`config.mk`:
```
export PLATFORM = sky130hd
export DESIGN_NAME = memstage_ctrl
export DESIGN_NICKNAME = d
export VERILOG_FILES = /design/src/rtl/memstage_ctrl.sv
export SDC_FILE = /design/constraint.sdc
export NUM_CORES = 1
export LEC_CHECK = 0
export ABC_AREA = 1
export BUFFER_PORTS_ARGS = -buffer_cell sky130_fd_sc_hd__buf_2
export CORE_AREA = 8 8 183 185
export DETAILED_ROUTE_END_ITERATION = 8
export DIE_AREA = 0 0 191 193
export PLACE_DENSITY_LB_ADDON = 0.12
export SETUP_SLACK_MARGIN = 0.15
export SYNTH_ARGS = -nofsm -noshare
export SYNTH_HDL_FRONTEND = slang
export SYNTH_SLANG_ARGS = --single-unit
```
`constraint.sdc`:
```
create_clock -name clk -period 1.9 [get_ports clk]
set_input_delay 0.38 -clock clk [delete_from_list [all_inputs] [get_ports clk]]
set_output_delay 0.38 -clock clk [all_outputs]
set_load 0.01 [all_outputs]
```
`src/rtl/memstage_ctrl.sv`:
```
// rtl/memstage_ctrl.sv - MEM-stage controller: data-memory handshake, branch resolution, MEM/WB register
module memstage_ctrl #(
    parameter int AWIDTH  = 32,
    parameter int DWIDTH  = 32,
    parameter int TIMEOUT = 255
) (
    input  logic              clk,
    input  logic              rstn,
    input  logic              memwrin,
    input  logic              memrdin,
    input  logic              bbnein,
    input  logic              bbeqin,
    input  logic              bblezin,
    input  logic              bbgtzin,
    input  logic              jumpin,
    input  logic [1:0]        memtoregin,
    input  logic              regwrin,
    input  logic              finin,
    input  logic [DWIDTH-1:0] aluoutin,
    input  logic              zeroin,
    input  logic              negativein,
    input  logic [4:0]        regdstmuxin,
    input  logic [DWIDTH-1:0] regdata2in,
    input  logic [AWIDTH-1:0] branaddrin,
    input  logic [AWIDTH-1:0] jmpaddrin,
    input  logic [AWIDTH-1:0] pcnextin,
    input  logic [31:0]       insin,
    output logic              dmemreq,
    output logic              dmemwe,
    output logic [AWIDTH-1:0] dmemaddr,
    output logic [DWIDTH-1:0] dmemwdata,
    input  logic [DWIDTH-1:0] dmemrdata,
    input  logic              dmemack,
    output logic              pcsrc,
    output logic [AWIDTH-1:0] pctarget,
    output logic              flushout,
    output logic              stall,
    output logic              memerr,
    output logic [1:0]        memtoregout,
    output logic              regwrout,
    output logic              finout,
    output logic [DWIDTH-1:0] aluoutout,
    output logic [DWIDTH-1:0] memdataout,
    output logic [4:0]        regdstmuxout,
    output logic [AWIDTH-1:0] pcnextout,
    output logic [31:0]       insout
);

    typedef enum logic {S_IDLE, S_WAIT} state_t;

    localparam logic [7:0] TMO = 8'(TIMEOUT);

    state_t            state;
    logic [7:0]        cnt;
    logic              hold_we;
    logic [AWIDTH-1:0] hold_addr;
    logic [DWIDTH-1:0] hold_wdata;

    logic acc;
    logic misal;
    logic tmo_hit;
    logic taken;

    assign acc     = memrdin | memwrin;
    assign misal   = acc & (aluoutin[1:0] != 2'b00);
    assign tmo_hit = (state == S_WAIT) && (cnt == TMO);

    // Memory request: driven live from EX/MEM in IDLE, replayed from the captured copy in WAIT
    always_comb begin
        dmemreq   = 1'b0;
        dmemwe    = memwrin;
        dmemaddr  = AWIDTH'(aluoutin);
        dmemwdata = regdata2in;
        stall     = 1'b0;
        if (state == S_IDLE) begin
            // rstn gating makes the request drop at once when reset hits with an access still presented
            dmemreq = rstn & acc & ~misal;
            stall   = dmemreq & ~dmemack;
        end else begin
            dmemreq   = 1'b1;
            dmemwe    = hold_we;
            dmemaddr  = hold_addr;
            dmemwdata = hold_wdata;
            stall     = ~dmemack & ~tmo_hit;
        end
    end

    // Branch/jump resolution; a stalled instruction never redirects fetch
    always_comb begin
        taken = jumpin
              | (bbeqin  &  zeroin)
              | (bbnein  & ~zeroin)
              | (bblezin & (zeroin | negativein))
              | (bbgtzin & ~zeroin & ~negativein);
        pctarget = jumpin ? jmpaddrin : branaddrin;
        pcsrc    = taken & ~stall;
        flushout = taken & ~stall;
    end

    // Access FSM, timeout counter and sticky error flag
    always_ff @(posedge clk or negedge rstn) begin
        if (!rstn) begin
            state      <= S_IDLE;
            cnt        <= 8'd0;
            memerr     <= 1'b0;
            hold_we    <= 1'b0;
            hold_addr  <= '0;
            hold_wdata <= '0;
        end else begin
            case (state)
                S_IDLE: begin
                    if (misal) begin
                        memerr <= 1'b1;
                    end
                    if (dmemreq && !dmemack) begin
                        // The issue cycle already counts as one cycle of waiting
                        state      <= S_WAIT;
                        cnt        <= 8'd1;
                        hold_we    <= memwrin;
                        hold_addr  <= AWIDTH'(aluoutin);
                        hold_wdata <= regdata2in;
                    end
                end
                S_WAIT: begin
                    if (dmemack) begin
                        state <= S_IDLE;
                        cnt   <= 8'd0;
                    end else if (tmo_hit) begin
                        state  <= S_IDLE;
                        cnt    <= 8'd0;
                        memerr <= 1'b1;
                    end else begin
                        cnt <= cnt + 8'd1;
                    end
                end
                default: begin
                    state <= S_IDLE;
                    cnt   <= 8'd0;
                end
            endcase
        end
    end

    // MEM/WB register: loads the completing instruction, or a bubble while stalled
    always_ff @(posedge clk or negedge rstn) begin
        if (!rstn) begin
            memtoregout  <= 2'b00;
            regwrout     <= 1'b0;
            finout       <= 1'b0;
            aluoutout    <= '0;
            memdataout   <= '0;
            regdstmuxout <= 5'd0;
            pcnextout    <= '0;
            insout       <= 32'd0;
        end else if (stall) begin
            memtoregout  <= 2'b00;
            regwrout     <= 1'b0;
            finout       <= 1'b0;
            aluoutout    <= '0;
            memdataout   <= '0;
            regdstmuxout <= 5'd0;
            pcnextout    <= '0;
            insout       <= 32'd0;
        end else begin
            memtoregout  <= memtoregin;
            regwrout     <= regwrin & ~misal;
            finout       <= finin;
            aluoutout    <= aluoutin;
            // A timed-out load has no ack, so it writes back zero
            memdataout   <= (memrdin && dmemack && !misal) ? dmemrdata : '0;
            regdstmuxout <= regdstmuxin;
            pcnextout    <= pcnextin;
            insout       <= insin;
        end
    end

endmodule

```
* After elaboration in Yosys (flattened, before gate mapping)
Cells that the tools add are included.
** Word-level totals
- Logic and storage cells :: 81
- Register bits after elaboration :: 212
- Output and inout port bits :: 239
- Input port bits :: 245
** Cells by class
- Eq/ne operators :: 5
- Reduce and logical (&&, ||, !) cells :: 9
- Bitwise operators :: 25
- Add/subtract/negate cells :: 1
- Mux-type cells :: 27
** Operator list (count)
- two-way mux 32 bit :: 8
- two-way mux 8 bit :: 3
- case mux 8 bit (2 select lines) :: 1
- bitwise AND 1 bit :: 12
- two-way mux 1 bit :: 11
- adder 8 x 1 -> 8 bit (second input constant) :: 1
- == test 8 bit (second input constant) :: 1
- inverter 1 bit :: 7
- bitwise OR 1 bit :: 6
- two-way mux 5 bit :: 1
- logical AND 1 bit :: 4
- != test 2 x 1 -> 1 bit (second input constant) :: 2
- != test 2 bit (second input constant) :: 2
- case mux 1 bit (2 select lines) :: 2
- AND reduction 3 bit :: 1
- logical NOT 1 bit :: 2
- two-way mux 2 bit :: 1
- AND reduction 2 bit :: 1
- nonzero test 2 bit :: 1

* Longest topological paths before layout
- Depth after elaboration :: 8
- Depth in mapped cells :: 9
- Depth with buffers taken out :: 8

* Worst setup path after synthesis
No wires, ideal clock.
- Path type :: register to output
- Start :: register cnt[0]
- End :: output port pcsrc
- Cell stages (with the launch flop) :: 10
- Buffers on the path :: 2
- Slack :: 37 ps
- Data required time :: 1520 ps
- Data arrival time :: 1483 ps
- Cells stage by stage :: dfrtp_1 -> ha_1 -> nand2_1 -> nor2_2 -> nand2_1 -> nand3_2 -> nand2_4 -> buf_2 -> nor2_1 -> buf_4
** On the way
- Cells in the longest elaborated chain, start to end :: 7
** Ends and longest elaborated chain
- start, declared :: line 54 : logic [7:0] cnt;
- start signal, assigned :: line 133 : cnt <= cnt + 8'd1;
- == test 8 bit :: line 66 : assign tmo_hit = (state == S_WAIT) && (cnt == TMO);
- logical AND 1 bit :: line 66
- inverter 1 bit :: line 84 : stall = ~dmemack & ~tmo_hit;
- bitwise AND 1 bit :: line 84
- two-way mux 1 bit :: line 75 : if (state == S_IDLE) begin
- inverter 1 bit
- bitwise AND 1 bit
- end, declared :: line 34 : output logic pcsrc,
No other way between the ends.

* Final worst setup path
- Start :: register cnt[1]
- End :: output port pcsrc
** On the way
- Cells in the longest elaborated chain, start to end :: 7
** Ends and longest elaborated chain
- == test 8 bit :: line 66
- logical AND 1 bit :: line 66
- inverter 1 bit :: line 84
- bitwise AND 1 bit :: line 84
- two-way mux 1 bit :: line 75
- inverter 1 bit :: line 96 : pcsrc = taken & ~stall;
- bitwise AND 1 bit :: line 96
No other way between the ends.

==> metrics.txt <==
Hold Crit Class=primary input to register; failing checks=setup timing; Mapped Cells=1022; post-route cell area=0.0144 mm2; 1st-pass router iterations=4; Area Overhead vs Synth=61.1%; area leader, netlist=dfrtp_1; Die Area=0.0369 mm2; fillers=3087; Worst setup EP type=primary output; Clock transition at path regs=0.06 ns; Mean Syn Cell Area=8.72 um2; Tot GR Track Use=16.8%; Initial Util=28.9%; Setup crit start kind=register; Seq/Total Area, Yosys=59.6%; GR met3 Demand/Resource=6.33%; Worst VDD drop=0.590 mV; Max-slew headroom=56.1%; Core Box Area=0.0308 mm2; status=finished, violations left; CP Cell Sequence=ha_2 > nand2_2 > nor2_4 > nand2_2 > nand3_4 > nand2_8 > nor2_4 > buf_2; Final period util=113%; share of the synthesized area in the top cell type=59.6%; worst setup margin=-0.256 ns; WL/cell=17.7 um; CTS max path bufs=3; WL final=34.9 mm; CTS root buffer=clkbuf_16; layout cell share with drive strength beyond 1=48.2%; FF/Latch Area=0.00531 mm2; Syn Nets=1268; vias in the first global route=8354; fmax=0.464 GHz; top cells by area, synth=dfrtp_1, nand2_1, inv_1, nor2_1, o21ai_0; Ys Warns=0; Max H-tree Level=1; worst clock skew=0.0116 ns; total CTS buffers=25; Final Hold Violating Endpoints=0; met1 Usage GRT=18.1%; Initial DRC Count=365; RSZ-0062 raised after global routing=yes; Layout Cells excl Fill=1976; Setup CP Type=register to primary output; layer with the highest usage=met2; Crit Path Max Fanout=3; Power Total=12.5 mW; Slowest-stage cell, CP=dfrtp_1; met2 Resource Use GR=30.5%; clock latency on the worst-skew pair=0.51 ns; largest net degree at the start of global routing=116; synthesized area=0.00891 mm2; row count=65; LEAKAGE=8.25 nW; FF+latch count, synth=212; antenna-violating nets left=0; Synth cell types=25; Final min period=2.16 ns; GPL Wtd Cong=0.818; TritonCTS clock tree=yes; initial antenna violation count=3; first-pass GRT wire length=48.2 mm; most common cell after layout, fill and taps aside=buf_2; via count=8358; CP arrival=1.78 ns; cell total after placement=1879; drt drc=0; power density cells=868 mW/mm2; Least-Margin Pin Slew=0.659 ns; CTS Sinks=212; Critical Path Max Stage Delay=0.36 ns; dpl hpwl=24.6 mm; maximum capacitance violations=0; chip width=191 um; io pins=484; grt total ovfl=0; placed cell areas=0.0119 mm2; Max Slew Vio Count=0; number of vias per cell=4.23; multi-input combinational cell area=0.00327 mm2; final setup fails=71; Total Nets Final=1802; CP required=1.52 ns; most frequent cells in the layout=buf_2, dfrtp_1, nand2_1; Setup TNS=-12.84 ns; port buffer count=483; die height=193 um
-- path summary, 6_finish.rpt --
path	end	start	depth (start not counted)	slack [ns]
setup / recovery	pcsrc	cnt[1]$_DFFE_PN0P_	8	-0.26
hold / removal	memdataout[28]$_DFF_PN0_	dmemrdata[28]	3	0.07
setup reg to reg	cnt[6]$_DFFE_PN0P_	cnt[1]$_DFFE_PN0P_	16	-0.11
hold reg to reg	hold_addr[0]$_DFFE_PN0P_	hold_addr[0]$_DFFE_PN0P_	2	0.49
max in group asynchronous	memdataout[14]$_DFF_PN0_	rstn	3	0.78
min in group asynchronous	state$_DFF_PN0_	rstn	3	0.56
-- cells by family (layout without fill, tap and decap cells) --
logic type               Yosys count  in the layout  synth area share (%)
AND/OR/NAND/NOR                  436            436                  21.6
buffers and inverters            241            791                  11.2
flip-flops                       212            212                  59.6
AO/OA/AOI/OAI                    132            132                  7.50
adder cells (fa/ha/maj)            1              1                 0.140
other                              0              2                     0
-- routing by layer --
metal  up-vias  share of wire (%)
met3        47                9.1
met4         4                2.3
li1       4126                  -
met1      3892                 37
met5         -              0.066
met2       289                 52
-- cell type report --
class / instances / area share (%)
Sequential cell: 212 / 37.0
Timing Repair Buffer: 559 / 25.7
Multi-Input combinational cell: 569 / 22.8
Inverter: 189 / 4.98
Clock buffer: 32 / 4.89
Tap cell: 402 / 3.50
Clock inverter: 11 / 1.12
Antenna cell: 2 / 0.0349
-- synthesized netlist by cell type, drive strengths merged --
cell type / number
nand3b: 1
clkbuf: 19
ha: 1
o21a: 1
buf: 33
o21bai: 2
dfrtp: 212
o21ai: 129
nor2: 147
nand2: 266
nor3: 1
nand4: 5
or2: 1
nand3: 15
inv: 189
-- power breakdown --
part           internal [mW]  switching [mW]  leakage (nW)
combinational           1.01            1.20          5.18
clock                   3.13            1.86         0.423
sequential              4.97           0.278          2.64
-- through the flow --
stage,worst slack (ns),utilization [%],hold slack (ns)
after global routing,-0.370,46.6,0.0525
after global placement,0.0342,38.5,0.451
after detailed placement,0.0257,38.5,0.457
after CTS,-0.270,42.6,0.0385
after floorplan,0.177,-,0.0844
final,-0.256,46.6,0.0738
-- flip-flops by register name (all words and copies together) (netlist names) --
name	cells
regwrout	1
memerr	1
finout	1
memtoregout	2
aluoutout	32
pcnextout	32
state	1
hold_addr	32
hold_we	1
cnt	8
regdstmuxout	5
hold_wdata	32
memdataout	32
insout	32
-- critical path: cells and delay by family (launching register included) --
| family | cells | cell delay (ns) |
|---|---|---|
| AND/OR/NAND/NOR | 6 | 0.58 |
| flip-flops | 1 | 0.36 |
| adder cells (fa/ha/maj) | 1 | 0.19 |
| buffers and inverters | 1 | 0.14 |
-- repair_timing --
item | 4_1_cts | 5_1_grt
gates resized for setup | 85 | 222
endpoints found under the hold margin | 97 | 0
gates cloned | 5 | 12
buffers inserted | 18 | 15
pin swaps | 8 | 48
hold buffers | 2 | 0
setup endpoints to repair | 80 | 154
Note: power is estimated with default switching activity, not from simulation.
